$ cat src/rtl/tone_arbiter_if.sv
// Request/grant bundle between the sound requesters and tone_arbiter.
// Requesters use the master modport and the arbiter uses the slave modport.
`timescale 1ns/1ps
interface tone_arbiter_if #(
  parameter int IDX_W = 2,
  parameter int DUR_W = 10
);
  localparam int NUM_REQ = 1 << IDX_W;

  logic [NUM_REQ-1:0]       req;
  logic [10*NUM_REQ-1:0]    freq_in;
  logic [DUR_W*NUM_REQ-1:0] dur_in;
  logic [NUM_REQ-1:0]       gnt;
  logic [NUM_REQ-1:0]       done;
  logic [NUM_REQ-1:0]       abort;
  logic                     busy;
  logic [9:0]               freq_out;

  modport master (
    output req, freq_in, dur_in,
    input  gnt, done, abort, busy, freq_out
  );

  modport slave (
    input  req, freq_in, dur_in,
    output gnt, done, abort, busy, freq_out
  );
endinterface

$ cat src/rtl/tone_arbiter.sv
// Fixed-priority owner of the square-wave tone generator: grants one note at a time,
// times it in milliseconds, adds a silent gap, then pulses done. TONE_PREEMPT_EN enables preemption.
`timescale 1ns/1ps
module tone_arbiter #(
  parameter int IDX_W  = 2,
  parameter int DUR_W  = 10,
  parameter int GAP_MS = 50
) (
  input  logic        clk,
  input  logic        rst,
  input  logic [15:0] ticks_per_milli,
  tone_arbiter_if.slave bus
);
  localparam int NUM_REQ = 1 << IDX_W;
  localparam logic [DUR_W-1:0] GAP_LAST = (GAP_MS > 0) ? DUR_W'(GAP_MS - 1) : '0;

  typedef enum logic [1:0] {
    S_IDLE,
    S_PLAY,
    S_GAP
  } state_t;

  state_t             state_reg, state_next;
  logic [IDX_W-1:0]   owner_reg, owner_next;
  logic [DUR_W-1:0]   dur_reg, dur_next;
  logic [15:0]        tick_cnt_reg, tick_next;
  logic [DUR_W-1:0]   ms_cnt_reg, ms_next;
  logic [9:0]         freq_reg, freq_next;
  logic               busy_reg, busy_next;
  logic [NUM_REQ-1:0] gnt_reg, gnt_next;
  logic [NUM_REQ-1:0] done_reg, done_next;
  logic [NUM_REQ-1:0] abort_reg, abort_next;

  logic [9:0]         freq_arr [NUM_REQ];
  logic [DUR_W-1:0]   dur_arr  [NUM_REQ];
  logic [IDX_W-1:0]   win_idx;
  logic               req_any;
  logic [15:0]        tick_max;
  logic               ms_tick;
  logic               start;
  logic               finish;

  generate
    for (genvar gi = 0; gi < NUM_REQ; gi++) begin : g_slice
      assign freq_arr[gi] = bus.freq_in[10*gi +: 10];
      assign dur_arr[gi]  = bus.dur_in[DUR_W*gi +: DUR_W];
    end
  endgenerate

  // Lowest set index wins; it is also the preemption candidate when below the owner.
  always_comb begin
    win_idx = '0;
    for (int i = NUM_REQ - 1; i >= 0; i--) begin
      if (bus.req[i]) begin
        win_idx = IDX_W'(i);
      end
    end
  end

  assign req_any  = |bus.req;
  assign tick_max = (ticks_per_milli == 16'd0) ? 16'd0 : ticks_per_milli - 16'd1;
  assign ms_tick  = (tick_cnt_reg == tick_max);

  always_comb begin
    state_next = state_reg;
    owner_next = owner_reg;
    dur_next   = dur_reg;
    tick_next  = tick_cnt_reg;
    ms_next    = ms_cnt_reg;
    freq_next  = freq_reg;
    busy_next  = busy_reg;
    gnt_next   = '0;
    done_next  = '0;
    abort_next = '0;
    start      = 1'b0;
    finish     = 1'b0;

    case (state_reg)
      S_IDLE: begin
        start = req_any;
      end

      S_PLAY: begin
        tick_next = ms_tick ? 16'd0 : tick_cnt_reg + 16'd1;
        if (ms_tick) begin
          if (ms_cnt_reg == dur_reg - DUR_W'(1)) begin
            freq_next = '0;
            ms_next   = '0;
            if (GAP_MS == 0) begin
              finish = 1'b1;
            end else begin
              state_next = S_GAP;
            end
          end else begin
            ms_next = ms_cnt_reg + DUR_W'(1);
          end
        end
      end

      S_GAP: begin
        tick_next = ms_tick ? 16'd0 : tick_cnt_reg + 16'd1;
        if (GAP_MS == 0) begin
          finish = 1'b1;
        end else if (ms_tick) begin
          if (ms_cnt_reg == GAP_LAST) begin
            finish = 1'b1;
          end else begin
            ms_next = ms_cnt_reg + DUR_W'(1);
          end
        end
      end

      default: begin
        state_next = S_IDLE;
      end
    endcase

    if (finish) begin
      done_next[owner_reg] = 1'b1;
      busy_next  = 1'b0;
      state_next = S_IDLE;
      tick_next  = '0;
      ms_next    = '0;
    end

`ifdef TONE_PREEMPT_EN
    // A higher-priority request replaces the owner outright; the aborted note gets no gap or done.
    if (state_reg != S_IDLE && req_any && win_idx < owner_reg) begin
      abort_next[owner_reg] = 1'b1;
      done_next = '0;
      start     = 1'b1;
    end
`endif

    if (start) begin
      gnt_next[win_idx] = 1'b1;
      owner_next = win_idx;
      dur_next   = dur_arr[win_idx];
      tick_next  = '0;
      ms_next    = '0;
      busy_next  = 1'b1;
      if (dur_arr[win_idx] != '0) begin
        freq_next  = freq_arr[win_idx];
        state_next = S_PLAY;
      end else begin
        freq_next  = '0;
        state_next = S_GAP;
      end
    end
  end

  always_ff @(posedge clk or posedge rst) begin
    if (rst) begin
      state_reg    <= S_IDLE;
      owner_reg    <= '0;
      dur_reg      <= '0;
      tick_cnt_reg <= '0;
      ms_cnt_reg   <= '0;
      freq_reg     <= '0;
      busy_reg     <= 1'b0;
      gnt_reg      <= '0;
      done_reg     <= '0;
      abort_reg    <= '0;
    end else begin
      state_reg    <= state_next;
      owner_reg    <= owner_next;
      dur_reg      <= dur_next;
      tick_cnt_reg <= tick_next;
      ms_cnt_reg   <= ms_next;
      freq_reg     <= freq_next;
      busy_reg     <= busy_next;
      gnt_reg      <= gnt_next;
      done_reg     <= done_next;
      abort_reg    <= abort_next;
    end
  end

  assign bus.gnt      = gnt_reg;
  assign bus.done     = done_reg;
  assign bus.abort    = abort_reg;
  assign bus.busy     = busy_reg;
  assign bus.freq_out = freq_reg;
endmodule

$ cat src/flat_wrapper.sv
// flat-port wrapper written by rule: the top's interface ports become plain ports
module tone_arbiter_flat 
#(
  parameter int IDX_W  = 2,
  parameter int DUR_W  = 10,
  parameter int GAP_MS = 50
)
  (clk, rst, ticks_per_milli, bus_req, bus_freq_in, bus_dur_in, bus_gnt, bus_done, bus_abort, bus_busy, bus_freq_out);
  tone_arbiter_if #(.IDX_W(IDX_W), .DUR_W(DUR_W)) bus_i ();
  input  logic clk;
  input  logic rst;
  input  logic [15:0] ticks_per_milli;
  input wire logic [$bits(bus_i.req)-1:0] bus_req;
  input wire logic [$bits(bus_i.freq_in)-1:0] bus_freq_in;
  input wire logic [$bits(bus_i.dur_in)-1:0] bus_dur_in;
  output wire logic [$bits(bus_i.gnt)-1:0] bus_gnt;
  output wire logic [$bits(bus_i.done)-1:0] bus_done;
  output wire logic [$bits(bus_i.abort)-1:0] bus_abort;
  output wire logic [$bits(bus_i.busy)-1:0] bus_busy;
  output wire logic [$bits(bus_i.freq_out)-1:0] bus_freq_out;
  assign bus_i.req = bus_req;
  assign bus_i.freq_in = bus_freq_in;
  assign bus_i.dur_in = bus_dur_in;
  assign bus_gnt = bus_i.gnt;
  assign bus_done = bus_i.done;
  assign bus_abort = bus_i.abort;
  assign bus_busy = bus_i.busy;
  assign bus_freq_out = bus_i.freq_out;
  tone_arbiter #(.IDX_W(IDX_W), .DUR_W(DUR_W), .GAP_MS(GAP_MS)) u_core (.clk(clk), .rst(rst), .ticks_per_milli(ticks_per_milli), .bus(bus_i));
endmodule
$ cat config.mk
export PLATFORM = sky130hd
export DESIGN_NAME = tone_arbiter_flat
export DESIGN_NICKNAME = d
export VERILOG_FILES = /design/src/rtl/tone_arbiter_if.sv /design/src/rtl/tone_arbiter.sv /design/src/flat_wrapper.sv
export SDC_FILE = /design/constraint.sdc
export NUM_CORES = 1
export LEC_CHECK = 0
export BUFFER_PORTS_ARGS = -buffer_cell sky130_fd_sc_hd__buf_2
export CAP_MARGIN = 25
export CORE_ASPECT_RATIO = 1.75
export CORE_MARGIN = 2
export CORE_UTILIZATION = 30
export DETAILED_ROUTE_END_ITERATION = 10
export PLACE_DENSITY = 0.61
export SYNTH_ARGS = -nofsm -noshare
export SYNTH_HDL_FRONTEND = slang
export SYNTH_SLANG_ARGS = --single-unit
$ cat constraint.sdc
create_clock -name clk -period 7.43 [get_ports clk]
set_input_delay 0.743 -clock clk [delete_from_list [all_inputs] [get_ports clk]]
set_output_delay 0.743 -clock clk [all_outputs]
set_load 0.01 [all_outputs]
======== Word level (Yosys, flattened, before mapping) ========
Cells that the tools add are included.
word-level totals
  logic and storage cells ................. 91
  input bits .............................. 102
  output and inout bits ................... 23
  register bits ........................... 59
cells by class
  reductions and logical operators ........ 17
  bitwise operators ....................... 1
  $lt $le $gt $ge ......................... 5
  add/subtract/negate cells ............... 4
  equality and inequality tests ........... 10
  multiplexer cells ....................... 45
operators with widths
  cell                                                                                 count
  10-bit two-way mux                                                                   15
  16-bit two-way mux                                                                   5
  10-bit binary-select mux with 2-bit select                                           2
  10-bit case mux with 2 select lines                                                  1
  2-bit two-way mux                                                                    9
  16-bit by 1-bit adder with 16-bit output, second input constant                      1
  16-bit == test                                                                       1
  16-bit logical NOT                                                                   1
  16-bit by 1-bit subtractor with 16-bit output, second input constant                 1
  4-bit by 1-bit != test with 1-bit output, second input constant                      3
  10-bit by 1-bit adder with 10-bit output, second input constant                      1
  10-bit == test                                                                       1
  10-bit by 6-bit == test with 1-bit output, second input constant                     1
  10-bit nonzero test                                                                  1
  10-bit by 1-bit subtractor with 10-bit output, second input constant                 1
  1-bit two-way mux                                                                    8
  4-bit two-way mux                                                                    2
  2-bit nonzero test                                                                   4
  2-bit by 3-bit < comparator with 1-bit output, second input constant                 2
  3-bit AND reduction                                                                  2
  1-bit demux with 2-bit select                                                        2
  2-bit by 1-bit greater-or-equal comparator with 1-bit output, second input constant  2
  4-bit by 2-bit != test with 1-bit output, second input constant                      1
  2-bit case mux with 2 select lines                                                   1
  12 further kinds                                                                     14

======== Depth between registers and ports, before layout ========
  depth in word-level cells ............... 11
  depth in mapped cells ................... 15
  gate-level depth less buffers ........... 11

======== Least setup slack after synthesis ========
No wires, ideal clock.
  path type ............................... input-to-reg
  from .................................... input ticks_per_milli[0]
  to ...................................... register u_core.tick_cnt_reg[14]
  stages on the path ...................... 13
  path slack .............................. 3523 ps
  arrival ................................. 3781 ps
  setup time .............................. 126 ps
  buffers on the path ..................... 2
  data required time ...................... 7304 ps
  path through ............................ inv_1 ha_1 or3b_1 buf_6 o31a_1 nand4bb_1 a211o_2 a22oi_1 or4b_4 nor3_4 nor3_2 buf_6 a221o_1
on the way
  longest elaborated chain between the ends .. 7
  elaborated cells between the ends (all ways) .. 11
  classes of those cells .................. add/sub: 1; eq/ne: 1; mux: 7; reduce/logical: 2
ends and longest elaborated chain
  item                                                                                        line                                                          RTL
  start, declared                                                                             flat_wrapper.sv:12                                            input logic [15:0] ticks_per_milli;
  16-bit by 1-bit subtractor with 16-bit output / 16-bit logical NOT (equally long branches)  tone_arbiter.sv:61                                            assign tick_max = (ticks_per_milli == 16'd0) ? 16'd0 : ticks_per_milli - 16'd1;
  16-bit two-way mux (*)                                                                      tone_arbiter.sv:61
  16-bit == test (*)                                                                          tone_arbiter.sv:62                                            assign ms_tick = (tick_cnt_reg == tick_max);
  16-bit two-way mux / 1-bit two-way mux (equally long branches)                              tone_arbiter.sv:84, tone_arbiter.sv:101, tone_arbiter.sv:104
  16-bit two-way mux / 1-bit two-way mux (equally long branches)                              -
  16-bit two-way mux                                                                          tone_arbiter.sv:118                                           if (finish) begin
  16-bit two-way mux                                                                          tone_arbiter.sv:135                                           if (start) begin
  end signal, assigned                                                                        tone_arbiter.sv:168                                           tick_cnt_reg <= tick_next;
  end, declared                                                                               tone_arbiter.sv:26                                            logic [15:0] tick_cnt_reg, tick_next;
Every way passes the cells marked *; elsewhere a longest branch is shown, timed or not. The select of a mux whose other input is x is not followed.
A chain may end at the register's enable or synchronous reset.

======== Final worst setup path ========
  from .................................... input ticks_per_milli[0]
  to ...................................... register u_core.tick_cnt_reg[0]
The elaborated chain is that of the path after synthesis.

==> flow_metrics.py <==
metrics = {
    "outcome": {
        "outcome": "finished clean",
    },
    "critical_path": {
        "cp_slowest_cell": "a21oi_2",
        "slowest_delay_ns": 0.69,
        "worst-endpoint-required_ns": 7.69,
        "endpoint_kind": "register",
        "path_max_fanout": 16,
        "crit_path_start_kind": "primary input",
        "crit_chain": "buf_2 > inv_1 > ha_1 > or3b_1 > or3_1 > a2111oi_0 > o21ai_0 > a22oi_1 > nor4b_2 > a31oi_2 > a21oi_2 > mux2_2",
        "cp_num_buf_inv": 2,
        "arrival_ns": 4.54,
        "path_class": "primary input to register",
        "path_delay_family": "compound AO/OA/AOI/OAI gates",
    },
    "die": {
        "die_area_mm2": 0.0175,
        "core_mm2": 0.0160,
        "die_x_um": 101,
        "dieHeight_um": 173,
        "rows": 61,
        "top_level_ports": 125,
        "start_util": 0.308,
    },
    "logic_synthesis": {
        "synth_area_per_cell_um2": 8.86,
        "synth_compound_area_frac": 0.257,
        "synth.cell_area_mm2": 0.00491,
        "synthAdderAreaFrac": 0.0204,
        "ys_types": 98,
        "yosysWarnings": 0,
        "synth_top_family_by_area": "simple AND/OR/NAND/NOR gates",
        "synth-edff-count": 0,
        "synthFlopType": "dfrtp_1",
        "ys_ff_latch": 59,
        "yosys-mux-area-fraction": 0.0125,
        "synth_xor_xnor_area_share": 0.0420,
        "yosys.area_share.simple": 0.273,
        "async_reset_ff_frac": 1.00,
        "ys_seq_area_frac": 0.300,
        "syn-instance-count": 555,
    },
    "cts": {
        "cts_buffers": 9,
        "cts_setup_buffers": 0,
        "path_clk_slew_ns": 0.05,
        "cts_root_buf": "clkbuf_16",
        "cts_tree": "yes",
        "hold_buffers": 0,
        "cts.repair.resized": 0,
        "clock_sinks": 59,
        "clock_latency_ns": 0.33,
        "htreeDepth": 3,
        "cts_buffer_depth": 2,
    },
    "timing": {
        "final.min_clock_period_ns": 4.28,
        "slew_headroom": 0.372,
        "hold_viol": 0,
        "tightest_slew_ns": 0.918,
        "drv_slew": 0,
        "finClkSkew_ns": 0.00585,
        "rsz0062_at_grt": "false",
        "period_share": 0.577,
        "setup-tns-final_ns": 0,
        "fmax_mhz": 233,
        "setup_viol": 0,
    },
    "layout": {
        "final_cell_mix": "buf_2, dfrtp_1, nand2_1",
        "drive_gt1_frac": 0.289,
        "nets": 765,
        "largest_reg_flops": 16,
        "fillers": 1674,
        "final_util": 0.362,
        "area_growth_pct": 17.4,
        "multi_input_area_mm2": 0.00300,
        "mostFrequentLayoutCell": "buf_2",
        "antenna_cells": 0,
        "seq_area_mm2": 0.00148,
    },
    "routing": {
        "routed_via_density": 5.66,
        "drc_errors": 0,
        "drt_iter0_markers": 310,
        "dr.pass1.iters": 5,
        "via_count": 4805,
        "antenna_left": 0,
        "finalWirelength_um": 13800,
        "routedWlPerCell_um": 16.3,
    },
    "global_routing": {
        "grt-ovfl-total": 0,
        "first_global_vias": 4793,
        "grtUsageTotal": 0.163,
        "grt_max_degree": 60,
        "grt_pass1_wl_um": 23400,
        "antenna_found_initial": 0,
    },
    "power_and_ir_drop": {
        "p_per_area_mw_per_mm2": 153,
        "vdd_drop_max_mv": 0.131,
        "p_leak_nw": 2.69,
    },
    "run": {
        "cap_violations": 0,
    },
    "placement": {
        "gp_congestion": 0.917,
        "place.port_buffers": 120,
        "hpwl_um": 10600,
    },
    "worst_hold_path": {
        "hold_class": "register to register",
    },
}
==> power by group <==
part | leakage, nW | internal (mW) | switching, mW
Sequential | 0.801 | 0.332 | 0.0271
Clock | 0.137 | 0.243 | 0.139
Combinational | 1.76 | 0.0671 | 0.0754
Total | 2.69 | 0.642 | 0.242
==> worst reg2reg max path: cells and delay by family (launching register included) <==
kind	cells	cell delay [ns]
AOI/OAI and AO/OA	6	1.52
and+or+nand+nor	3	1.22
DFF	1	0.43
adders and majority gates	1	0.15
buffers and inverters	1	0.08
==> synthesized netlist by cell type, drive strengths merged, types with 8 or more instances <==
| master | number | share of area |
|---|---|---|
| dfrtp | 59 | 0.30 |
| nand2 | 46 | 0.035 |
| nor2 | 46 | 0.037 |
| nand3 | 35 | 0.036 |
| clkbuf | 27 | 0.030 |
| inv | 27 | 0.021 |
| a31oi | 22 | 0.031 |
| a222oi | 20 | 0.041 |
| o21ai | 18 | 0.021 |
| and3 | 17 | 0.023 |
| a21oi | 13 | 0.014 |
| buf | 13 | 0.022 |
| nor3 | 12 | 0.016 |
| a22o | 11 | 0.020 |
| nor4 | 11 | 0.020 |
| xnor2 | 11 | 0.020 |
| o31ai | 10 | 0.015 |
| xor2 | 10 | 0.018 |
| a221o | 9 | 0.019 |
| a22oi | 9 | 0.014 |
| ha | 8 | 0.020 |
==> area by class of cell <==
type / instances / area share
multi-input combinational: 428 / 0.521
tap: 189 / 0.0410
timing repair buffer: 130 / 0.117
inverter: 27 / 0.0176
clock inverter: 2 / 0.00174
sequential: 59 / 0.256
clock buffer: 14 / 0.0458
==> stage by stage <==
stage	power, mW	cell area, µm²	hold WS, ns	setup slack, ns	cells
3_3_place_gp	0.505	5490	0.483	2.80	832
4_1_cts	0.895	5770	0.501	3.15	849
2_1_floorplan	0.495	4930	0.458	3.52	558
6_report	0.883	5770	0.500	3.15	849
3_5_place_dp	0.507	5490	0.488	2.83	833
5_1_grt	0.926	5770	0.516	2.80	849
==> cell families (layout without fill, tap and decap cells) <==
group,after synthesis,in the layout
adders and majority gates,8,8
other,1,4
buffers and inverters,71,173
xor gates and xnor gates,22,22
muxes,6,6
AOI/OAI and AO/OA,156,156
DFF,59,59
and+or+nand+nor,232,232
==> worst paths after layout <==
path                                                    startpoint                                 end  slack [ns]  cells past startpoint
min in group asynchronous                                      rst         u_core.bus.gnt[3]$_DFF_PP0_        0.63                      3
max in group asynchronous                                      rst    u_core.ms_cnt_reg[7]$_DFFE_PP0P_        6.29                      3
worst max-delay path                            ticks_per_milli[0]  u_core.tick_cnt_reg[0]$_DFFE_PP0P_        3.15                     12
worst min register to register  u_core.bus.freq_out[1]$_DFFE_PP0P_  u_core.bus.freq_out[1]$_DFFE_PP0P_        0.50                      1
worst min-delay path            u_core.bus.freq_out[1]$_DFFE_PP0P_  u_core.bus.freq_out[1]$_DFFE_PP0P_        0.50                      1
worst max register to register       u_core.dur_reg[0]$_DFFE_PP0P_    u_core.ms_cnt_reg[1]$_DFFE_PP0P_        3.87                     11
==> per-layer routing <==
layer  vias to the layer above  global-route usage  wire length [µm]
met5                         -                   0                 0
met4                         0              0.0639               405
met3                        32              0.0226               647
met2                       189               0.296              7200
met1                      2252               0.187              5570
li1                       2332                   -                 -
Note: power is estimated with default switching activity, not from simulation.
